$ cat config.mk
export PLATFORM = sky130hd
export DESIGN_NAME = conv_out_requant
export DESIGN_NICKNAME = d
export VERILOG_FILES = /design/src/rtl/conv_out_requant.sv
export SDC_FILE = /design/constraint.sdc
export NUM_CORES = 2
export LEC_CHECK = 0
export CORE_ASPECT_RATIO = 1.75
export CORE_UTILIZATION = 65
export DETAILED_ROUTE_END_ITERATION = 7
export HOLD_SLACK_MARGIN = 0.03
export PLACE_DENSITY = 0.95
export SLEW_MARGIN = 20
export SYNTH_ARGS = -nofsm -noshare
export SYNTH_HDL_FRONTEND = slang
export SYNTH_HIERARCHICAL = 1
export SYNTH_SLANG_ARGS = --single-unit
$ cat constraint.sdc
create_clock -name clk -period 13 [get_ports clk]
set_clock_uncertainty 0.05 [all_clocks]
set_input_delay 2.6 -clock clk [delete_from_list [all_inputs] [get_ports clk]]
set_output_delay 2.6 -clock clk [all_outputs]
set_load 0.01 [all_outputs]
$ cat src/rtl/conv_out_requant.sv
// Small synchronous FIFO with a synchronous clear.
// Latency: a pushed word is visible at the head one cycle after the push edge.
// Backpressure: a push while full is accepted only with a pop in the same cycle.
// Ports: clk/rst_n; clr flushes; push/push_dat write; pop/pop_dat read the head;
//        not_empty/full report occupancy. pop_dat reads 0 while empty.
module conv_out_requant_fifo #(
  parameter int WIDTH = 33,
  parameter int DEPTH = 4
) (
  input  logic             clk,
  input  logic             rst_n,
  input  logic             clr,
  input  logic             push,
  input  logic [WIDTH-1:0] push_dat,
  input  logic             pop,
  output logic [WIDTH-1:0] pop_dat,
  output logic             not_empty,
  output logic             full
);
  localparam int AW = (DEPTH > 1) ? $clog2(DEPTH) : 1;
  localparam int CW = AW + 1;

  logic [WIDTH-1:0] mem_q [DEPTH];
  logic [WIDTH-1:0] mem_d [DEPTH];
  logic [AW-1:0]    wr_ptr_q, wr_ptr_d, rd_ptr_q, rd_ptr_d;
  logic [CW-1:0]    cnt_q, cnt_d;
  logic             wr_en, rd_en;

  assign not_empty = (cnt_q != '0);
  assign full      = (cnt_q == CW'(DEPTH));
  assign wr_en     = push && (!full || pop);
  assign rd_en     = pop && not_empty;
  assign pop_dat   = not_empty ? mem_q[rd_ptr_q] : '0;

  always_comb begin
    mem_d    = mem_q;
    wr_ptr_d = wr_ptr_q;
    rd_ptr_d = rd_ptr_q;
    cnt_d    = cnt_q;
    if (clr) begin
      wr_ptr_d = '0;
      rd_ptr_d = '0;
      cnt_d    = '0;
    end else begin
      if (wr_en) begin
        mem_d[wr_ptr_q] = push_dat;
        wr_ptr_d        = wr_ptr_q + AW'(1);
      end
      if (rd_en) rd_ptr_d = rd_ptr_q + AW'(1);
      if (wr_en && !rd_en) cnt_d = cnt_q + CW'(1);
      else if (rd_en && !wr_en) cnt_d = cnt_q - CW'(1);
    end
  end

  always_ff @(posedge clk or negedge rst_n) begin
    if (!rst_n) begin
      for (int i = 0; i < DEPTH; i++) mem_q[i] <= '0;
      wr_ptr_q <= '0;
      rd_ptr_q <= '0;
      cnt_q    <= '0;
    end else begin
      mem_q    <= mem_d;
      wr_ptr_q <= wr_ptr_d;
      rd_ptr_q <= rd_ptr_d;
      cnt_q    <= cnt_d;
    end
  end
endmodule

// Conv PE output stage: tile accumulation, int8 requant, 4-byte packing, output FIFO.
// Latency: final tile at edge T -> sum T, product T+1, byte/word T+2, FIFO push T+3.
// Backpressure: none toward the PE; a word arriving at a full FIFO is dropped (overflow).
// Ports: start/cfg_* load a job; din/din_valid PE results; dout/dout_valid/dout_ready/
//        dout_last packed output words; busy/done/overflow job status.
module conv_out_requant #(
  parameter int ACC_W      = 40,
  parameter int FIFO_DEPTH = 4
) (
  input  logic        clk,
  input  logic        rst_n,
  input  logic        start,
  input  logic [4:0]  cfg_tiles,
  input  logic [15:0] cfg_pixels,
  input  logic [15:0] cfg_mult,
  input  logic [4:0]  cfg_shift,
  input  logic        cfg_relu,
  input  logic [31:0] din,
  input  logic        din_valid,
  output logic [31:0] dout,
  output logic        dout_valid,
  input  logic        dout_ready,
  output logic        dout_last,
  output logic        busy,
  output logic        done,
  output logic        overflow
);
  typedef enum logic [1:0] {IDLE, ACCUM, DRAIN} state_e;

  state_e            state_q, state_d;
  logic [4:0]        cfg_tiles_q, cfg_tiles_d, cfg_shift_q, cfg_shift_d;
  logic [15:0]       cfg_pixels_q, cfg_pixels_d, cfg_mult_q, cfg_mult_d;
  logic              cfg_relu_q, cfg_relu_d;
  logic [4:0]        tile_cnt_q, tile_cnt_d;
  logic [15:0]       pix_cnt_q, pix_cnt_d;
  logic [ACC_W-1:0]  acc_q, acc_d;
  logic              s_vld_q, s_vld_d, s_last_q, s_last_d;
  logic [31:0]       s_q, s_d;
  logic              p_vld_q, p_vld_d, p_last_q, p_last_d;
  logic [47:0]       p_q, p_d;
  logic [1:0]        lane_q, lane_d;
  logic [31:0]       pack_q, pack_d;
  logic              push_q, push_d, push_last_q, push_last_d;
  logic [31:0]       push_dat_q, push_dat_d;
  logic              overflow_q, overflow_d;

  logic [ACC_W-1:0]  din_ext, acc_sum;
  logic [31:0]       sum_sat;
  logic [4:0]        tiles_m1;
  logic [15:0]       pix_next;
  logic              acc_en, tile_done;
  logic [47:0]       rnd, rsum;
  logic signed [47:0] rsh;
  logic [7:0]        q_byte;
  logic [31:0]       pack_new;
  logic [32:0]       fifo_dat;
  logic              fifo_full, pop;

  assign din_ext  = {{(ACC_W-32){din[31]}}, din};
  assign acc_sum  = (tile_cnt_q == 5'd0) ? din_ext : acc_q + din_ext;
  // Sum fits int32 only if every bit above bit 31 matches the sign.
  assign sum_sat  = (acc_sum[ACC_W-1:31] != {(ACC_W-31){acc_sum[ACC_W-1]}})
                    ? (acc_sum[ACC_W-1] ? 32'h8000_0000 : 32'h7FFF_FFFF)
                    : acc_sum[31:0];
  assign tiles_m1 = (cfg_tiles_q == 5'd0) ? 5'd0 : cfg_tiles_q - 5'd1;
  assign tile_done = (tile_cnt_q == tiles_m1);
  assign pix_next = pix_cnt_q + 16'd1;
  assign acc_en   = (state_q == ACCUM) && din_valid && (pix_cnt_q != cfg_pixels_q);

  // |s * mult| < 2^47, so the low 48 bits of an unsigned product are the signed result.
  assign p_d      = {{16{s_q[31]}}, s_q} * {32'd0, cfg_mult_q};
  assign rnd      = (cfg_shift_q != 5'd0) ? (48'd1 << (cfg_shift_q - 5'd1)) : 48'd0;
  assign rsum     = p_q + rnd;
  assign rsh      = $signed(rsum) >>> cfg_shift_q;

  always_comb begin
    q_byte = rsh[7:0];
    if (cfg_relu_q && rsh[47]) q_byte = 8'h00;
    else if (rsh[47:7] != {41{rsh[47]}}) q_byte = rsh[47] ? 8'h80 : 8'h7F;
  end

  assign pack_new = pack_q | (32'(q_byte) << {lane_q, 3'b000});

  assign pop        = dout_valid && dout_ready;
  assign dout_last  = fifo_dat[32];
  assign dout       = fifo_dat[31:0];
  assign busy       = (state_q != IDLE);
  assign done       = pop && dout_last && (state_q == DRAIN) && !start;
  assign overflow   = overflow_q;

  conv_out_requant_fifo #(.WIDTH(33), .DEPTH(FIFO_DEPTH)) u_fifo (
    .clk       (clk),
    .rst_n     (rst_n),
    .clr       (start),
    .push      (push_q),
    .push_dat  ({push_last_q, push_dat_q}),
    .pop       (pop),
    .pop_dat   (fifo_dat),
    .not_empty (dout_valid),
    .full      (fifo_full)
  );

  always_comb begin
    state_d      = state_q;
    cfg_tiles_d  = cfg_tiles_q;
    cfg_pixels_d = cfg_pixels_q;
    cfg_mult_d   = cfg_mult_q;
    cfg_shift_d  = cfg_shift_q;
    cfg_relu_d   = cfg_relu_q;
    tile_cnt_d   = tile_cnt_q;
    pix_cnt_d    = pix_cnt_q;
    acc_d        = acc_q;
    s_vld_d      = 1'b0;
    s_last_d     = s_last_q;
    s_d          = s_q;
    p_vld_d      = s_vld_q;
    p_last_d     = s_last_q;
    lane_d       = lane_q;
    pack_d       = pack_q;
    push_d       = 1'b0;
    push_dat_d   = push_dat_q;
    push_last_d  = push_last_q;
    overflow_d   = overflow_q | (push_q && fifo_full && !pop);

    if (acc_en) begin
      acc_d = acc_sum;
      if (tile_done) begin
        tile_cnt_d = 5'd0;
        pix_cnt_d  = pix_next;
        s_vld_d    = 1'b1;
        s_d        = sum_sat;
        s_last_d   = (pix_next == cfg_pixels_q);
      end else begin
        tile_cnt_d = tile_cnt_q + 5'd1;
      end
    end

    if (p_vld_q) begin
      if (lane_q == 2'd3 || p_last_q) begin
        push_d      = 1'b1;
        push_dat_d  = pack_new;
        push_last_d = p_last_q;
        pack_d      = 32'd0;
        lane_d      = 2'd0;
      end else begin
        pack_d = pack_new;
        lane_d = lane_q + 2'd1;
      end
    end

    case (state_q)
      ACCUM:   if (p_vld_q && p_last_q) state_d = DRAIN;
      DRAIN:   if (pop && dout_last) state_d = IDLE;
      default: state_d = state_q;
    endcase

    // start aborts everything in flight; the FIFO clears through its clr port.
    if (start) begin
      state_d      = ACCUM;
      cfg_tiles_d  = cfg_tiles;
      cfg_pixels_d = cfg_pixels;
      cfg_mult_d   = cfg_mult;
      cfg_shift_d  = cfg_shift;
      cfg_relu_d   = cfg_relu;
      tile_cnt_d   = 5'd0;
      pix_cnt_d    = 16'd0;
      acc_d        = '0;
      s_vld_d      = 1'b0;
      s_last_d     = 1'b0;
      p_vld_d      = 1'b0;
      p_last_d     = 1'b0;
      lane_d       = 2'd0;
      pack_d       = 32'd0;
      push_d       = 1'b0;
      push_last_d  = 1'b0;
      overflow_d   = 1'b0;
    end
  end

  always_ff @(posedge clk or negedge rst_n) begin
    if (!rst_n) begin
      state_q      <= IDLE;
      cfg_tiles_q  <= '0;
      cfg_pixels_q <= '0;
      cfg_mult_q   <= '0;
      cfg_shift_q  <= '0;
      cfg_relu_q   <= 1'b0;
      tile_cnt_q   <= '0;
      pix_cnt_q    <= '0;
      acc_q        <= '0;
      s_vld_q      <= 1'b0;
      s_last_q     <= 1'b0;
      s_q          <= '0;
      p_vld_q      <= 1'b0;
      p_last_q     <= 1'b0;
      p_q          <= '0;
      lane_q       <= '0;
      pack_q       <= '0;
      push_q       <= 1'b0;
      push_dat_q   <= '0;
      push_last_q  <= 1'b0;
      overflow_q   <= 1'b0;
    end else begin
      state_q      <= state_d;
      cfg_tiles_q  <= cfg_tiles_d;
      cfg_pixels_q <= cfg_pixels_d;
      cfg_mult_q   <= cfg_mult_d;
      cfg_shift_q  <= cfg_shift_d;
      cfg_relu_q   <= cfg_relu_d;
      tile_cnt_q   <= tile_cnt_d;
      pix_cnt_q    <= pix_cnt_d;
      acc_q        <= acc_d;
      s_vld_q      <= s_vld_d;
      s_last_q     <= s_last_d;
      s_q          <= s_d;
      p_vld_q      <= p_vld_d;
      p_last_q     <= p_last_d;
      p_q          <= p_d;
      lane_q       <= lane_d;
      pack_q       <= pack_d;
      push_q       <= push_d;
      push_dat_q   <= push_dat_d;
      push_last_q  <= push_last_d;
      overflow_q   <= overflow_d;
    end
  end
endmodule

==> impl_results.md <==
- Syn Nets: about 5300
- Synthesis Warnings: 6
- Clock root buffer: clkbuf_16
- Post-Syn Area: 43400 um^2
- Multiplexer area fraction after synthesis: around a tenth
- Commonest cells after routing, fill and taps aside: 576 x inv_1, 555 x nand2_1, 487 x fa_1
- Initial antenna violation count: 2
- Final hold vios: 0
- Setup bufs post-CTS: 0
- Netlist cell types: 100
- Die width: a little under 200 um
- Failing checks: DRC
- Gate Count Post-Synth: approximately 4600
- Post-Syn Area per Cell: 9.47 um^2
- Largest net degree at the start of global routing: roughly 150
- Met1 Track Usage GR: about two fifths
- Clock tree buffer depth: 3
- Hold Crit Class: flip-flop to flip-flop
- Final critical-path share of the clock period: approximately 70%
- CP max FO: 56
- Detailed Routing Iterations Pass 1: 8
- DR vias: 36376
- WHS Path Cells: 2
- Post-cts gate resize count: 0
- R2R Path End: push_dat_q[14]$_DFFE_PN0P_
- IO Port Bufs: 116
- Area Growth Syn to Fin: 7.15%
- Largest family of logic cells by synthesized area: adder cells
- TritonCTS clock tree: built
- CTS H-Tree Depth: 2
- Vias/cell: between 6 and 7
- RSZ-0062 raised after global routing: false
- DRT iter0 DRCs: between 3000 and 4000
- # setup viols final: 0
- Outcome: finished, violations left
- Max Clk Rate: between 0.1 and 0.15 GHz
- Worst reg2reg path depth: 21
- Minimum clock period: a little over 9 ns
- Synth Area in Simple Gates: between 10% and 20%
- MaxCap Viol Count: 0
- Worst-skew pair later-pin latency: 0.62 ns
- Met2 Resource Use GR: a little under 70%
- Beginning of the worst hold path: pack_q[28]$_DFFE_PN0P_
- # IOs: between 100 and 150
- Sequential area share after synthesis: between 20% and 30%
- Die Ht: ~340 um
- Worst Hold End: pack_q[28]$_DFFE_PN0P_
- Antenna-violating nets left: 0
- Slew HR: about 22%
- Share of cells above drive strength 1: a little under a tenth
- First-pass GRT wire length: between 200000 and 250000 um
- Compound-Gate Fraction of Synth Area: 11.5%
- Synth Area in XOR/XNOR: 3.45%
- Layout Utilization: 70.3%
- Vias in the first global route: 39342
- # DRC: 6
- Post-route cell area: 46500 um^2
- Setup slack, reg-to-reg: 3.88 ns
- Required time worst endpoint: about 13 ns
- Worst Setup Path Type: flip-flop to flip-flop
- Core outline area: 66200 um^2
- Fill cells: around 4400
- All-Layer GR Usage: between 40 and 50%
- CTS buffer count: 41
- Drt total wl: approximately 130000 um
- CP arrival: around 9.5 ns
- Hold buffer count at cts: 0
- Standard-cell rows: between 100 and 150
- Ys async rst share: 100%
- DPL Wire Length: around 96000 um
- Total Nets Final: about 5300
- Setup TNS: 0 ns
- Dpl cell area: 45000 um^2
- Die Area: around 68000 um^2
- CP Capture Type: flip-flop
- Post-Synth Adder-Cell Area: 28.1%
- Commonest non-fill, non-tap cell in the layout: inv_1
- Most crowded layer after global routing: met2
- Startpoint types: flip-flop
- Met3 Use GR: between 9 and 10%
- Post-synth EDFFs: 0
- Slew @ Worst Pin: between 1 and 1.5 ns
- Ys flop type: dfrtp_1
- Slew Limit Fails: 0
- Wire length per cell: between 20 and 25 um
- FF-to-FF Start: cfg_shift_q[1]$_DFFE_PN0P_
- CTS clk-pin slew, worst paths: around 0.080 ns
- Clock sinks: 398
- GR Overflow Total: 0
- Starting Density: 65.6%
- Post-synthesis register bit count: between 300 and 400
- Final Wtd Congestion: between 1 and 1.5
## critical path, stage by stage (launching register included)
cell	delay (ns)
dfrtp_1	0.32
buf_4	0.42
inv_1	0.27
buf_4	0.33
nor2_1	0.57
nand2_1	0.33
nor2_1	0.36
ha_1	0.38
a21oi_1	0.32
o21a_1	0.40
o22ai_1	0.47
nor3_2	0.92
nor2_1	0.22
o221ai_1	0.40
a211oi_1	0.12
mux4_2	0.53
a31o_1	0.21
or4_1	0.46
a222oi_1	0.36
o211ai_2	0.23
o21a_2	0.61
o41ai_1	0.58
## worst max-delay path by stage
stage / start / endpoint / cells past startpoint
2_1_floorplan: s_q[10]$_DFFE_PN0P_ / p_q[46]$_DFF_PN0_ / 22
3_3_place_gp: cfg_mult_q[5]$_DFFE_PN0P_ / p_q[46]$_DFF_PN0_ / 21
3_5_place_dp: cfg_mult_q[5]$_DFFE_PN0P_ / p_q[46]$_DFF_PN0_ / 23
4_1_cts: cfg_mult_q[5]$_DFFE_PN0P_ / p_q[46]$_DFF_PN0_ / 23
5_1_grt: cfg_shift_q[0]$_DFFE_PN0P_ / push_dat_q[14]$_DFFE_PN0P_ / 20
6_report: cfg_shift_q[1]$_DFFE_PN0P_ / push_dat_q[14]$_DFFE_PN0P_ / 21
## stage by stage
stage / setup slack [ns] / hold slack (ns) / cells
CTS: 4.25 / 0.430 / 5452
floorplan: 6.12 / 0.389 / 4585
global placement: 4.70 / 0.399 / 5377
global route: 3.59 / 0.447 / 5453
detailed placement: 4.34 / 0.416 / 5377
finish: 3.88 / 0.430 / 5453
## Yosys cell counts (46+ instances only)
library cell  count  area share [%]
a211oi_1         47            0.81
dfrtp_1         398              23
mux2_4          120             4.2
ha_1            194             5.6
xnor2_1          97             2.0
mux2_2           69             1.8
nand2_1         555             4.8
mux4_2           46             2.4
o31ai_1          55            0.95
o21ai_0         115             1.3
fa_1            487              22
nor2_1          290             2.5
xor2_1           74             1.5
inv_1           576             5.0
and2_1          213             3.1
mux2i_1          96             2.2
nand3_1          52            0.60
nor2b_1          56            0.81
a21oi_1         192             2.2
clkbuf_1        194             1.7
a21o_1           60             1.0
nor3_1           56            0.65
## state kept, by name (all words and copies together), names as in the netlist, 2 cells and up
register	flops
s_q	32
lane_q	2
cfg_tiles_q	5
u_fifo/mem_q	132
tile_cnt_q	5
cfg_shift_q	5
push_dat_q	32
cfg_mult_q	16
u_fifo/wr_ptr_q	2
pack_q	32
p_q	48
pix_cnt_q	16
u_fifo/rd_ptr_q	2
u_fifo/cnt_q	3
acc_q	40
state_q	2
cfg_pixels_q	16
## layout make-up
class / count / area [um^2] / share of cell area, %
well taps: 889 / 1110 / 2.39
diodes: 1 / 2.50 / 0.00538
inverters: 577 / 2170 / 4.66
flip-flops and latches: 398 / 9960 / 21.4
multi-input cells: 3351 / 30300 / 65.1
clock inverters: 19 / 240 / 0.517
repair buffers: 162 / 1530 / 3.29
clock buffers: 56 / 1220 / 2.63
## logic make-up (layout without fill, tap and decap cells)
logic type | Yosys count | count (layout)
XOR/XNOR | 171 | 171
AO/OA/AOI/OAI | 732 | 732
buffers and inverters | 836 | 814
AND/OR/NAND/NOR | 1435 | 1435
other | 1 | 2
multiplexers | 331 | 331
flip-flops | 398 | 398
adder cells (fa/ha/maj) | 681 | 681
## per-layer routing
layer	part of all wire (%)	wire, um
met5	0.0082	11
met2	50	67000
met4	11	15300
met3	8.8	11800
met1	30	40100
Power is left out: the tool's default activity adds up to more than one toggle a clock period on the data nets, which glitch-free logic cannot reach.
